[src/rtl/cook_status_fsm_pkg.sv]
// Shared state encoding and LED-mode bit positions for the cook status FSM,
// the LED controller and the display logic.
package cook_status_fsm_pkg;

    typedef logic [2:0] cook_state_t;

    localparam cook_state_t ST_IDLE    = 3'd0;
    localparam cook_state_t ST_SETTING = 3'd1;
    localparam cook_state_t ST_COOKING = 3'd2;
    localparam cook_state_t ST_PAUSED  = 3'd3;
    localparam cook_state_t ST_FINISH  = 3'd4;

    localparam int unsigned SEL_SETTING_BIT = 0;
    localparam int unsigned SEL_FINISH_BIT  = 1;

    // Counter width that stays legal when the modulus is 1.
    function automatic int unsigned cnt_width(input int unsigned modulus);
        return (modulus > 1) ? $clog2(modulus) : 1;
    endfunction

endpackage

[src/rtl/cook_status_fsm_tick_gen.sv]
// Free-running tick generator: one-clk pulse every TICK_DIV clocks from reset.
module tick_gen
    import cook_status_fsm_pkg::*;
#(
    parameter int unsigned TICK_DIV = 100
) (
    input  logic clk,
    input  logic rst,
    output logic tick
);

    localparam int unsigned CW = cnt_width(TICK_DIV);
    localparam logic [CW-1:0] LAST = CW'(TICK_DIV - 1);

    logic [CW-1:0] r_cnt;
    logic          w_last;

    assign w_last = (r_cnt == LAST);
    assign tick   = w_last;

    always_ff @(posedge clk) begin
        if (!rst) begin
            r_cnt <= '0;
        end else if (w_last) begin
            r_cnt <= '0;
        end else begin
            r_cnt <= r_cnt + CW'(1);
        end
    end

endmodule

[src/rtl/cook_status_fsm.sv]
// Microwave cook status FSM with FINISH auto-return timeout.
// Optional door interlock enabled by defining DOOR_INTERLOCK_EN.
module cook_status_fsm
    import cook_status_fsm_pkg::*;
#(
    parameter int unsigned TICK_DIV     = 100,
    parameter int unsigned FINISH_TICKS = 3000
) (
    input  logic       clk,
    input  logic       rst,
    input  logic       btn_set,
    input  logic       btn_start,
    input  logic       btn_stop,
    input  logic       door_open,
    input  logic       time_zero,
    output logic [1:0] sel,
    output logic       timer_run,
    output logic       motor_en,
    output logic [2:0] state
);

    localparam int unsigned FCW = cnt_width(FINISH_TICKS);
    localparam logic [FCW-1:0] FIN_LAST = FCW'(FINISH_TICKS - 1);

    cook_state_t    r_state;
    cook_state_t    w_next;
    logic [FCW-1:0] r_fin_cnt;
    logic           w_tick;
    logic           w_start_ok;
    logic           w_door_pause;
    logic           w_fin_done;

    tick_gen #(.TICK_DIV(TICK_DIV)) u_tick_gen (
        .clk  (clk),
        .rst  (rst),
        .tick (w_tick)
    );

`ifdef DOOR_INTERLOCK_EN
    assign w_start_ok   = btn_start & ~time_zero & ~door_open;
    assign w_door_pause = door_open;
`else
    logic w_unused_door;
    assign w_unused_door = door_open;
    assign w_start_ok    = btn_start & ~time_zero;
    assign w_door_pause  = 1'b0;
`endif

    assign w_fin_done = w_tick & (r_fin_cnt == FIN_LAST);

    always_comb begin
        w_next = r_state;
        case (r_state)
            ST_IDLE: begin
                if (w_start_ok)   w_next = ST_COOKING;
                else if (btn_set) w_next = ST_SETTING;
            end
            ST_SETTING: begin
                if (w_start_ok)    w_next = ST_COOKING;
                else if (btn_stop) w_next = ST_IDLE;
            end
            ST_COOKING: begin
                if (time_zero)         w_next = ST_FINISH;
                else if (w_door_pause) w_next = ST_PAUSED;
                else if (btn_stop)     w_next = ST_PAUSED;
            end
            ST_PAUSED: begin
                if (w_start_ok)    w_next = ST_COOKING;
                else if (btn_stop) w_next = ST_IDLE;
                else if (btn_set)  w_next = ST_SETTING;
            end
            ST_FINISH: begin
                if (btn_set | btn_start | btn_stop) w_next = ST_IDLE;
                else if (w_fin_done)                w_next = ST_IDLE;
            end
            default: w_next = ST_IDLE;
        endcase
    end

    always_ff @(posedge clk) begin
        if (!rst) begin
            r_state <= ST_IDLE;
        end else begin
            r_state <= w_next;
        end
    end

    // Clearing on any non-FINISH next state covers entry, exit and the timeout edge.
    always_ff @(posedge clk) begin
        if (!rst) begin
            r_fin_cnt <= '0;
        end else if (w_next != ST_FINISH) begin
            r_fin_cnt <= '0;
        end else if (w_tick) begin
            r_fin_cnt <= r_fin_cnt + FCW'(1);
        end
    end

    assign sel[SEL_FINISH_BIT]  = (r_state == ST_FINISH);
    assign sel[SEL_SETTING_BIT] = (r_state == ST_SETTING) | (r_state == ST_PAUSED);
    assign timer_run            = (r_state == ST_COOKING);
    assign motor_en             = (r_state == ST_COOKING);
    assign state                = r_state;

endmodule

[config.mk]
export PLATFORM = sky130hd
export DESIGN_NAME = cook_status_fsm
export DESIGN_NICKNAME = d
export VERILOG_FILES = /design/src/rtl/cook_status_fsm_pkg.sv /design/src/rtl/cook_status_fsm_tick_gen.sv /design/src/rtl/cook_status_fsm.sv
export SDC_FILE = /design/constraint.sdc
export NUM_CORES = 1
export LEC_CHECK = 0
export CAP_MARGIN = 20
export CORE_UTILIZATION = 45
export DETAILED_ROUTE_END_ITERATION = 16
export GPL_TIMING_DRIVEN = 1
export PLACE_DENSITY = 0.77
export SETUP_SLACK_MARGIN = 0.5
export SKIP_CTS_REPAIR_TIMING = 1
export SLEW_MARGIN = 40
export SYNTH_ARGS = -nofsm -noshare
export SYNTH_HDL_FRONTEND = slang
export SYNTH_SLANG_ARGS = --single-unit
[constraint.sdc]
create_clock -name clk -period 2.22 [get_ports clk]
set_input_delay 0.444 -clock clk [delete_from_list [all_inputs] [get_ports clk]]
set_output_delay 0.444 -clock clk [all_outputs]
set_load 0.05 [all_outputs]
==> run summary <==
## CTS
- 1 — CTS H-tree depth
- 0.12 ns — clock slew seen by the registers of the worst setup and hold paths
- 0.30 ns — worst skew pair latency
- 22 — sink count of the clock tree
- done — clock tree from TritonCTS
- 2 — CTS Buffer Depth
- 3 — clock buffers created by TritonCTS
- sky130_fd_sc_hd__clkbuf_4 — clock tree root driver cell

## Status
- finished, final reports clean — outcome

## Synth
- 0% — mux share of post-synthesis cell area
- 0 — number of synthesized flops with an enable pin
- 39.3% — sequential-to-total area share from yosys stat
- 34.9% — basic-gate share of the synthesized area counting and, or, nand and nor cells
- 2.23% — area share of fa/ha/maj cells after synthesis
- 40 — Synth cell types
- 0% — FFs w/ async S/R, synth
- simple AND/OR/NAND/NOR gates — dominant combinational cell family by area after synthesis
- 22 — register bit total from synthesis
- 134 — Synth Net Count
- 1120 um^2 — cell area after synthesis
- 8.96 um^2 — syn avg cell area
- 8.60% — Synth Area in XOR/XNOR
- 0 — Yosys warning count
- 12.2% — compound-cell area share of the yosys netlist
- sky130_fd_sc_hd__dfxtp_1 — predominant post-synthesis flop cell
- 125 — synthesized instance count

## Timing
- 0.00372 ns — worst clock skew
- 1.76 ns — Period minus WS final
- 0 ns — final total negative setup slack
- 0 — final slew viol count
- 65.7% — normalized max-slew margin
- 0 — final setup violation count
- 0.456 ns — setup slack after layout
- true — RSZ-0062 raised after global routing
- 0.513 ns — worst-margin pin slew
- 567 MHz — Fmax
- 79.5% — portion of the clock cycle consumed by the worst path in the final layout
- 0 — final hold violation count

## Setup path
- 1.78 ns — data required time at the worst endpoint
- 1.32 ns — arrival time reported for the critical path endpoint
- 7 — largest fanout of any net on the critical path
- 5 — worst reg2reg path depth
- primary output — Worst Setup End Kind
- register — element type at the critical path start
- register to primary output — category of the most critical setup path

## Die
- 51.9 um — Die Y-Extent
- 51.9 um — Die X
- 14 — Ports
- 17 — placement row count
- 49.2% — Initial Utilization
- 2690 um^2 — area of the die
- 2280 um^2 — area of the placeable core

## Cells and area
- 21.5% — proportion of layout cells with a drive suffix above 1
- 0 — antenna diode count
- 154 — NumNets Final
- 24.4% — area growth from synthesis to layout

## Routing
- 23 — Iteration-0 DRC Markers
- 5.59 — detail-routed via count per cell
- 2200 um — sum of routed wire length over all layers
- 12.8 um — routed len/inst
- 1070 um — routed metal-1 wirelength
- 1060 um — WL met2
- 962 — vias post-DR
- 0 — detailed-route DRC error count
- 4 — first drt pass iteration count
- 55 um — sum of met3 wire segment lengths after detailed routing
- met4 — top layer reached by signal wires
- 0 — count of nets left with antenna violations after detail routing

## Place
- 0.0719 ns — Setup Slack @ Placement
- 0.811 — Final Wtd Congestion
- 12 — count of port buffers added during placement
- 1600 um — HPWL after DPL

## Power and ir drop
- 630 uV — Worst IR Drop VDD
- 0.000553 uW — Leak
- 564 nW/um^2 — areal power density over the cells

## GRT
- 891 — vias in the first global route
- 19.2% — Total GRT Usage
- 14 — maximum number of pins on one net before global-route repair
- 0 — initial antenna violation count
- 3820 um — wire length of the first global-routing pass
- 0 — overflow left after global routing

## Min path
- 2 — cell depth of the worst min-delay path
- register to register — worst min-delay path category

## Run
- 0 — number of maximum-capacitance constraint violations

-- power by group --
part / internal (uW) / total (uW) / switching (uW) / leakage, uW
sequential: 402 / 411 / 9.73 / 0.000181
combinational: 32.2 / 73.5 / 41.3 / 0.000344
clock: 182 / 301 / 119 / 0.0000279
total: 616 / 786 / 170 / 0.000553
-- placed cells by master (no fill, tap or decap), drive strengths merged, types with 5 or more instances in the layout --
| master | Yosys | layout |
|---|---|---|
| dfxtp | 22 | 22 |
| nor2 | 14 | 14 |
| nand3 | 12 | 12 |
| xor2 | 8 | 8 |
| buf | 3 | 8 |
| a21oi | 7 | 7 |
| and3 | 6 | 6 |
| nand2 | 5 | 5 |
| clkdlybuf4s50 | 0 | 5 |
| nor2b | 5 | 5 |
-- metal layers --
layer	vias to the layer above	GRT usage, %
li1	496	-
met1	452	23.8
met2	12	32.3
met3	2	5.26
met4	0	5.41
met5	-	0
-- critical path, stage by stage (launching register included) --
cell and delay (ns):
sky130_fd_sc_hd__dfxtp_4 0.41, sky130_fd_sc_hd__nor2b_1 0.23, sky130_fd_sc_hd__nor2b_4 0.19, sky130_fd_sc_hd__buf_4 0.20
-- area by class of cell --
class                           count  area [um^2]
Fill cell                         196          883
Multi-Input combinational cell     98          679
Sequential cell                    22          453
Timing Repair Buffer               18          165
Tap cell                           28         35.0
Clock inverter                      1         30.0
Clock buffer                        3         22.5
Inverter                            2         7.51
-- cell usage after synthesis (3+ instances only) --
library cell,instances,area share [%]
sky130_fd_sc_hd__nor3_1,3,1.3
sky130_fd_sc_hd__nor2b_1,5,2.8
sky130_fd_sc_hd__a22oi_1,3,2.0
sky130_fd_sc_hd__nand2_1,5,1.7
sky130_fd_sc_hd__xnor2_1,3,2.3
sky130_fd_sc_hd__nand3_1,11,4.9
sky130_fd_sc_hd__dfxtp_1,22,39
sky130_fd_sc_hd__nor3b_1,3,2.0
sky130_fd_sc_hd__xor2_1,8,6.3
sky130_fd_sc_hd__nor2_1,14,4.7
sky130_fd_sc_hd__nand4_1,4,2.2
sky130_fd_sc_hd__and3_1,4,2.2
sky130_fd_sc_hd__a21oi_1,7,3.1
-- through the flow --
stage | area (um^2) | utilization [%] | instances | hold slack, ns | total power (uW)
floorplan | 1150 | - | 125 | 0.413 | 465
global placement | 1290 | 56.7 | 164 | 0.427 | 491
detailed placement | 1290 | 56.7 | 164 | 0.444 | 493
CTS | 1340 | 59.0 | 168 | 0.466 | 791
global route | 1390 | 61.2 | 172 | 0.526 | 815
finish | 1390 | 61.2 | 172 | 0.508 | 786
-- final timing paths --
path / to / startpoint / slack, ns
setup / recovery: timer_run / state[1]$_SDFF_PN0_ / 0.46
hold / removal: u_tick_gen.r_cnt[0]$_SDFF_PP0_ / u_tick_gen.r_cnt[0]$_SDFF_PP0_ / 0.51
setup reg to reg: r_fin_cnt[0]$_SDFFE_PP0P_ / r_fin_cnt[1]$_SDFFE_PP0P_ / 0.58
hold reg to reg: u_tick_gen.r_cnt[0]$_SDFF_PP0_ / u_tick_gen.r_cnt[0]$_SDFF_PP0_ / 0.51
-- registers in the layout (all words and copies together) (netlist names) --
| signal | count |
|---|---|
| r_fin_cnt | 12 |
| u_tick_gen.r_cnt | 7 |
| state | 3 |
-- logic make-up after synthesis --
kind of cell,Yosys count
simple gates,65
flops,22
compound gates,20
xor+xnor,11
buf+inv,5
fa+ha+maj,2
Power figures use the tool's default switching activity.
